### src/rtl/alu_pkg.sv
// alu_pkg: shared opcode encodings and default datapath width for the ALU
package alu_pkg;
    localparam int DEFAULT_WIDTH = 32;
    localparam logic [2:0] OP_ADD = 3'b000;
    localparam logic [2:0] OP_SUB = 3'b001;
    localparam logic [2:0] OP_AND = 3'b010;
    localparam logic [2:0] OP_OR  = 3'b011;
    localparam logic [2:0] OP_XOR = 3'b100;
    localparam logic [2:0] OP_NOT = 3'b101;
    localparam logic [2:0] OP_SHL = 3'b110;
    localparam logic [2:0] OP_SHR = 3'b111;
endpackage

### src/rtl/alu_core.sv
// alu_core: combinational result and flag computation for one ALU operation
module alu_core import alu_pkg::*; #(
    parameter int WIDTH = DEFAULT_WIDTH
) (
    input  logic [WIDTH-1:0] a,
    input  logic [WIDTH-1:0] b,
    input  logic [2:0]       opcode,
    output logic [WIDTH-1:0] result,
    output logic             zero,
    output logic             carry,
    output logic             overflow
);
    localparam int SW = $clog2(WIDTH);
    logic             sub;
    logic             arith;
    logic [WIDTH-1:0] bx;
    logic [WIDTH:0]   sum;
    logic [SW-1:0]    sh;
    // SUB reuses the adder as a + ~b + 1 so carry means "no borrow"
    always_comb begin
        sub      = opcode == OP_SUB;
        arith    = sub || opcode == OP_ADD;
        bx       = sub ? ~b : b;
        sum      = {1'b0, a} + {1'b0, bx} + {{WIDTH{1'b0}}, sub};
        sh       = b[SW-1:0];
        result   = arith            ? sum[WIDTH-1:0] :
                   opcode == OP_AND ? a & b :
                   opcode == OP_OR  ? a | b :
                   opcode == OP_XOR ? a ^ b :
                   opcode == OP_NOT ? ~a :
                   opcode == OP_SHL ? a << sh : a >> sh;
        carry    = arith && sum[WIDTH];
        overflow = arith && (a[WIDTH-1] == bx[WIDTH-1]) && (sum[WIDTH-1] != a[WIDTH-1]);
        zero     = result == '0;
    end
endmodule

### src/rtl/alu_32.sv
// alu_32: registered ALU with enable-gated capture and one-cycle latency
module alu_32 import alu_pkg::*; #(
    parameter int WIDTH = DEFAULT_WIDTH
) (
    input  logic             clk,
    input  logic             rst,
    input  logic [WIDTH-1:0] A,
    input  logic [WIDTH-1:0] B,
    input  logic [2:0]       opcode,
    input  logic             enable,
    output logic [WIDTH-1:0] Result,
    output logic             zero,
    output logic             carry,
    output logic             overflow,
    output logic             valid
);
    logic [WIDTH-1:0] nxt_result;
    logic             nxt_zero;
    logic             nxt_carry;
    logic             nxt_overflow;

    alu_core #(.WIDTH(WIDTH)) core (
        .a(A),
        .b(B),
        .opcode(opcode),
        .result(nxt_result),
        .zero(nxt_zero),
        .carry(nxt_carry),
        .overflow(nxt_overflow)
    );

    // capture the operation when enabled; otherwise hold outputs and drop valid
    always_ff @(posedge clk) begin
        if (rst) begin
            Result   <= '0;
            zero     <= 1'b1;
            carry    <= 1'b0;
            overflow <= 1'b0;
            valid    <= 1'b0;
        end else begin
            valid <= enable;
            if (enable) begin
                Result   <= nxt_result;
                zero     <= nxt_zero;
                carry    <= nxt_carry;
                overflow <= nxt_overflow;
            end
        end
    end
endmodule

### config.mk
export PLATFORM = sky130hd
export DESIGN_NAME = alu_32
export DESIGN_NICKNAME = d
export VERILOG_FILES = /design/src/rtl/alu_pkg.sv /design/src/rtl/alu_core.sv /design/src/rtl/alu_32.sv
export SDC_FILE = /design/constraint.sdc
export NUM_CORES = 1
export LEC_CHECK = 0
export CAP_MARGIN = 20
export CORE_ASPECT_RATIO = 0.6
export CORE_MARGIN = 3
export CORE_UTILIZATION = 25
export DETAILED_ROUTE_END_ITERATION = 10
export GPL_TIMING_DRIVEN = 0
export HOLD_SLACK_MARGIN = 0.02
export SETUP_SLACK_MARGIN = 0.4
export SKIP_LAST_GASP = 1
export SLEW_MARGIN = 40
export SYNTH_ARGS = -nofsm -noshare
export SYNTH_HDL_FRONTEND = slang
export SYNTH_SLANG_ARGS = --single-unit
export TNS_END_PERCENT = 5
### constraint.sdc
create_clock -name clk -period 5.15 [get_ports clk]
set_input_delay 0.515 -clock clk [delete_from_list [all_inputs] [get_ports clk]]
set_output_delay 0.515 -clock clk [all_outputs]
set_load 0.05 [all_outputs]
==> metrics.md, run 1 <==
| Metric | Value |
|---|---|
| Status | `complete, no violations` |
| CTS tree | `yes` |
| Synth Warn # | `0` |
| CP Data Arrival Time | `4980 ps` |
| Placed Cells | `2087` |
| Placed cell area | `0.01226 mm2` |
| Initial Utilization | `0.2560` |
| CTS Hold Buffers Added | `0` |
| EDFF count, synth | `0` |
| Detail Route Antenna Nets | `0` |
| Worst setup margin | `398.8 ps` |
| Non-Filler Instances | `2127` |
| FF-to-FF Start | `Result[9]$_SDFFE_PP0P_` |
| Final hold vios | `0` |
| Post-synth cell types | `80` |
| Clock Skew | `0 ps` |
| Detailed Route WL | `76720 um` |
| IO Count | `106` |
| DR top layer | `met4` |
| Die W | `270.3 um` |
| IO Port Bufs | `100` |
| Vias | `13900` |
| Drt pass-1 iters | `6` |
| Cells after synthesis | `1426` |
| Main flop type after synthesis | `dfxtp_1` |
| Register bit total from synthesis | `36` |
| Multi-input logic area | `0.009323 mm2` |
| Clock buffer count from CTS | `5` |
| Mapped Avg Cell Area | `7.349 um2` |
| First-pass GRT wire length | `104000 um` |
| P_leak | `5.127 nW` |
| Ys async rst share | `0` |
| Antenna violations before repair | `0` |
| GP Congestion | `1.084` |
| Type of origin of the critical path | `input port` |
| Root Buffer | `clkbuf_16` |
| Area Overhead vs Synth | `27.22%` |
| Max-slew violations | `0` |
| Worst setup path start | `B[3]` |
| Worst Path Required | `5380 ps` |
| Met1 wire length | `35540 um` |
| Relative slew slack | `0.3523` |
| Vias in the first global route | `12630` |
| Register area | `720.7 um2` |
| Die footprint | `0.04449 mm2` |
| HP Start | `Result[19]$_SDFFE_PP0P_` |
| Initial drt markers | `2456` |
| All-layer global routing usage | `0.3311` |
| Setup violators final | `0` |
| Core Footprint | `0.04094 mm2` |
| Layout cell share with drive strength beyond 1 | `0.1738` |
| WL/cell | `36.07 um` |
| Via/cell ratio | `6.536` |
| DP HPWL | `62940 um` |
| Fmax | `210.5 MHz` |
| Mapped cell area | `0.01048 mm2` |
| Worst-margin pin slew | `944.5 ps` |
| Overflow after GRT | `0` |
| Row cnt | `57` |
| Clock Path Buffers | `2` |
| Die height | `164.6 um` |
| Metal2 WL | `26850 um` |
| Syn Nets | `1595` |
| Crit Path Category | `input port to flop` |
| Worst slack at placement | `-2064 ps` |
| Met3 routed wirelength | `12910 um` |
| Max Cap Viol | `0` |
| Largest net degree at the start of global routing | `13` |
| Clock Latency Late Sink | `290 ps` |
| CTS clk-pin slew, worst paths | `60 ps` |
| Remaining DRCs | `0` |
| Pwr/cell area | `185.1 mW/mm2` |
| H-tree Lvls | `2` |
| Fin crit share | `0.9226` |
| Final Cell Area | `0.01333 mm2` |
| Seq/Total Area, Yosys | `0.06877` |
| Final core utilization | `0.3257` |
| Total power | `2.467 mW` |
| Fin crit period | `4751 ps` |
| IR drop worst, VDD | `141.9 uV` |
| CP max FO | `10` |
| RSZ-0062 raised after global routing | `false` |
| Hold Path Class | `flop to flop` |
| CTS sink cnt | `36` |
| Fillers | `4466` |
| Nets | `1734` |
| Critical path capture point type | `flop` |
-- logic make-up (layout without fill, tap and decap cells) --
logic type / after synthesis / count (layout) / share of synthesized area
xor+xnor: 46 / 46 / 0.03844
mux: 156 / 156 / 0.2086
compound gates: 463 / 463 / 0.2973
flops: 36 / 36 / 0.06877
other cells: 0 / 2 / 0
buf+inv: 217 / 356 / 0.08226
fa+ha+maj: 99 / 99 / 0.1189
simple gates: 409 / 409 / 0.1858
-- what timing repair did --
action,in CTS,in global routing
gates resized for setup,108,72
pin swaps,16,26
gates cloned,0,1
endpoints found under the setup margin,33,4
buffers inserted,11,20
-- flip-flops by register name, summed over array words and instances, names as in the netlist --
signal and cells:
Result 32, carry 1, overflow 1, valid 1, zero 1
-- worst max-delay path, stage by stage --
cell and delay [ps]:
clkdlybuf4s15_1 320, buf_8 220, buf_4 220, clkinv_4 150
clkbuf_8 230, xnor2_1 160, ha_1 380, nand3_4 120
a211oi_4 220, nor2_2 100, o41ai_4 670, buf_4 240
buf_4 120, and4_4 220, o31ai_1 100, a31oi_2 230
nand4b_1 110, or4_1 500, o21ai_1 130
-- report_power, final --
| group | internal [mW] | switching, mW |
|---|---|---|
| sequential | 0.304 | 0.0133 |
| clock | 0.204 | 0.131 |
| combinational | 0.618 | 1.20 |
| total | 1.13 | 1.34 |
-- per-layer routing --
metal,up-vias,track usage
li1,5663,-
met1,6985,0.5058
met2,1151,0.4113
met3,104,0.1561
met4,0,0.04603
met5,-,0
-- final timing paths --
path                                           endpoint  slack, ps  depth (start not counted)
worst min register to register  Result[19]$_SDFFE_PP0P_        460                          2
worst min-delay path            Result[19]$_SDFFE_PP0P_        460                          2
worst max-delay path                  zero$_SDFFE_PP1P_        400                         19
worst max register to register   Result[9]$_SDFFE_PP0P_       4330                          3
-- placed cells by master, fill, tap and decap left out, types with 44 or more instances in the layout --
cell type,n
ha_1,94
a21oi_1,97
mux2i_1,65
clkdlybuf4s50_1,97
nand2_1,126
mux4_2,46
a211oi_1,44
inv_1,80
o21ai_0,74
clkbuf_1,68
nor2_1,111
-- layout make-up --
type,count,share of cell area
multi-input combinational,1173,0.6992
timing repair buffer,133,0.09591
buffer,131,0.06100
sequential,36,0.05405
tap,560,0.05255
inverter,85,0.02543
clock buffer,7,0.01145
antenna,2,0.0003754
-- per-stage QoR --
step | setup TNS (ps) | hold slack, ps
after detailed placement | -30480 | 459.1
final | 0 | 464.0
after global routing | 0 | 483.6
after CTS | 0 | 468.1
after floorplan | 0 | 685.9
after global placement | -38930 | 458.9
-- cell usage after synthesis (all sizes together), types with 12 or more instances --
master    n  area share
a211oi   54       0.040
a21oi   105       0.050
a221oi   13       0.011
a22oi    12      0.0086
a31oi    14      0.0084
buf      44       0.020
clkbuf   88       0.032
dfxtp    36       0.069
ha       98        0.12
inv      82       0.029
mux2     39       0.042
mux2i    71       0.068
mux4     46       0.099
nand2   131       0.047
nand2b   14      0.0084
nand3    31       0.015
nand4    15      0.0090
nor2    116       0.042
nor2b    19       0.011
nor3     23       0.011
o211ai   17       0.012
o21ai    88       0.042
o221ai   12       0.010
o22ai    38       0.023
o31ai    13      0.0093
xnor2    39       0.033
Note: power is estimated with default switching activity, not from simulation.
==> run 2: changes to the inputs <==
--- a/config.mk
+++ b/config.mk
@@ -12,7 +12,6 @@
 export DETAILED_ROUTE_END_ITERATION = 10
 export GPL_TIMING_DRIVEN = 0
 export HOLD_SLACK_MARGIN = 0.02
-export SETUP_SLACK_MARGIN = 0.4
 export SKIP_LAST_GASP = 1
 export SLEW_MARGIN = 40
 export SYNTH_ARGS = -nofsm -noshare
==> run 2 against run 1 <==
  * Utilization down 1.4 points
  * Clock skew unchanged
  * Via count down 2.0%
  * Clock-buffer cell count up 1
  * Flip-flop and latch count unchanged
  * Power down 4.8%
  * Cell area down 4.3%
  * Cell count down 1.1%
  * Critical path type unchanged
  * Combinational power down 6%
  * Largest power group unchanged
  * Non-clock buffer count down 25
  * Fmax down 6.0%
==> metrics.md, run 2 (synthesis results as in run 1) <==
| Metric | Value |
|---|---|
| Clock Skew | `0 ps (unchanged)` |
| Final hold vios | `0 (unchanged)` |
| Fin crit share | `0.9812 (+0.05868)` |
| First-pass GRT wire length | `100300 um (-3.6%)` |
| Relative slew slack | `0.3699 (+0.01765)` |
| Vias | `13630 (-2.0%)` |
| Setup violators final | `0 (unchanged)` |
| Fin crit period | `5053 ps (+302.2 ps)` |
| Core Footprint | `0.04094 mm2 (unchanged)` |
| Clock buffer count from CTS | `5 (unchanged)` |
| Overflow after GRT | `0 (unchanged)` |
| CTS clk-pin slew, worst paths | `60 ps (about the same)` |
| P_sw | `1.282 mW (-4.5%)` |
| WL/cell | `34.51 um (-4.3%)` |
| CTS tree | `yes` |
| Die footprint | `0.04449 mm2 (unchanged)` |
| Clock Path Buffers | `2 (unchanged)` |
| H-tree Lvls | `2 (unchanged)` |
| Commonest non-fill, non-tap cell in the layout | `nand2_1` |
| Biggest register | `Result` |
| Top cell by count, worst path | `o211ai_1` |
| CP Data Arrival Time | `5280 ps (+300 ps)` |
| Hold Path Class | `flop to flop` |
| GP Congestion | `1.106 (+2.0%)` |
| Initial Utilization | `0.2560 (unchanged)` |
| Worst setup margin | `96.61 ps (-302.2 ps)` |
| DP HPWL | `60570 um (-3.8%)` |
| Critical path capture point type | `flop` |
| Worst-margin pin slew | `941.6 ps (-2.926 ps)` |
| Drt pass-1 iters | `5 (-1)` |
| Vias in the first global route | `12510 (-0.96%)` |
| Largest net degree at the start of global routing | `19 (+6)` |
| IO Port Bufs | `100 (unchanged)` |
| Detailed Route WL | `72570 um (-5.4%)` |
| Initial drt markers | `2276 (-7.3%)` |
| Detail Route Antenna Nets | `0 (unchanged)` |
| Total power | `2.348 mW (-4.8%)` |
| Pwr/cell area | `184.1 mW/mm2 (-0.50%)` |
| Nets | `1709 (-1.4%)` |
| Largest stage delay, worst path | `750 ps (+80 ps)` |
| Gate power share | `0.729 (-0.007)` |
| Layout cell share with drive strength beyond 1 | `0.1350 (-0.03882)` |
| Final Cell Area | `0.01275 mm2 (-4.3%)` |
| Critical-path cell list | `clkdlybuf4s50_1 -> buf_8 -> clkbuf_1 -> nor2b_1 -> a2bb2oi_1 -> o211ai_1 -> o32ai_1 -> o31ai_2 -> o211ai_1 -> nor4bb_1 -> nand4b_1 -> o21ai_1` |
| CP max stage cell | `o31ai_2` |
| Max reg flops | `32 (unchanged)` |
| CTS sink cnt | `36 (unchanged)` |
| Most frequent cells in the layout | `131 x nand2_1, 112 x nor2_1, 102 x a21oi_1, 99 x clkdlybuf4s50_1, 98 x ha_1` |
| Die W | `270.3 um (unchanged)` |
| Clock Latency Late Sink | `290 ps (about the same)` |
| Placed cell area | `0.01226 mm2 (about the same)` |
| Crit Path Category | `input port to flop` |
| Clock share of power | `0.136 (about the same)` |
| IR drop worst, VDD | `133.0 uV (-6.3%)` |
| TNS Setup | `0 ps (unchanged)` |
| P_leak | `4.886 nW (-4.7%)` |
| Max Cap Viol | `0 (unchanged)` |
| Fillers | `4495 (+0.65%)` |
| Die height | `164.6 um (unchanged)` |
| Remaining DRCs | `0 (unchanged)` |
| Antenna violations before repair | `3 (+3)` |
| CTS Hold Buffers Added | `0 (unchanged)` |
| Fmax | `197.9 MHz (-6.0%)` |
| IO Count | `106 (unchanged)` |
| Row cnt | `57 (unchanged)` |
| RSZ-0062 raised after global routing | `false` |
| Switching Fraction | `0.5459 (+0.002050)` |
| Root Buffer | `clkbuf_16` |
| Type of origin of the critical path | `input port` |
| Via/cell ratio | `6.481 (-0.85%)` |
| Max-slew violations | `0 (unchanged)` |
| CP max FO | `10 (unchanged)` |
| Area Overhead vs Synth | `21.70%` |
| Worst slack at placement | `-1985 ps (+79.10 ps)` |
| Worst Path Required | `5380 ps (about the same)` |
| Flop pwr share | `0.135 (+0.007)` |
| All-layer global routing usage | `0.3177 (-0.01336)` |
| Cell-internal power | `1.066 mW (-5.2%)` |
| Status | `complete, no violations` |
-- run 2: worst max-delay path, delay by kind of cell --
| family | cells | cell delay (ps) |
|---|---|---|
| AO/OA/AOI/OAI | 6 | 2060 |
| buffers and inverters | 3 | 1430 |
| AND/OR/NAND/NOR | 3 | 1250 |
-- run 2: path summary, 6_finish.rpt --
kind / from / endpoint / slack (ps) / cells after the start
max: B[1] / zero$_SDFFE_PP1P_ / 100 / 12
min reg2reg: Result[7]$_SDFFE_PP0P_ / Result[7]$_SDFFE_PP0P_ / 470 / 2
max reg2reg: Result[9]$_SDFFE_PP0P_ / Result[9]$_SDFFE_PP0P_ / 4300 / 3
min: Result[7]$_SDFFE_PP0P_ / Result[7]$_SDFFE_PP0P_ / 470 / 2
-- run 2: area by class of cell --
class                      count  area, um2  share of cell area
antenna                        2      5.005           0.0003924
buffer                       125      626.9             0.04915
clock buffer                   8      146.4             0.01148
inverter                      85      329.1             0.02580
multi-input combinational   1173       9124              0.7153
sequential                    36      720.7             0.05650
tap                          560      700.7             0.05493
timing repair buffer         114       1102             0.08642
-- run 2: stage by stage --
stage / utilization / hold slack, ps / instances
2_1_floorplan: - / 685.9 / 1426
3_3_place_gp: 0.2976 / 459.0 / 2086
3_5_place_dp: 0.2995 / 457.2 / 2089
4_1_cts: 0.3076 / 466.4 / 2099
5_1_grt: 0.3114 / 506.7 / 2101
6_report: 0.3116 / 467.1 / 2103
-- run 2: power groups by stage --
| stage | registers, mW | clock network [mW] | logic, mW |
|---|---|---|---|
| final | 0.317 | 0.320 | 1.71 |
| after global routing | 0.319 | 0.333 | 1.77 |
| after floorplan | 0.407 | 0 | 0.849 |
| after global placement | 0.322 | 0 | 1.55 |
| after CTS | 0.317 | 0.320 | 1.59 |
| after detailed placement | 0.322 | 0 | 1.55 |
-- run 2: what timing repair did --
action / CTS / global route
pin swaps: 5 / 11
setup buffers: 4 / 6
cloned: 0 / 0
setup endpoints to repair: 24 / 5
gates resized for setup: 55 / 38
endpoints found under the hold margin: 0 / 0
-- run 2: layer usage --
layer  GRT usage  share of wire  routed length [um]  up-vias
met3      0.1654           0.18               12810      102
met5           0        0.00033                  24        -
met4     0.03477          0.016                1126        4
li1            -              -                   -     5613
met1      0.4785           0.46               33090     6751
met2      0.3959           0.35               25520     1159
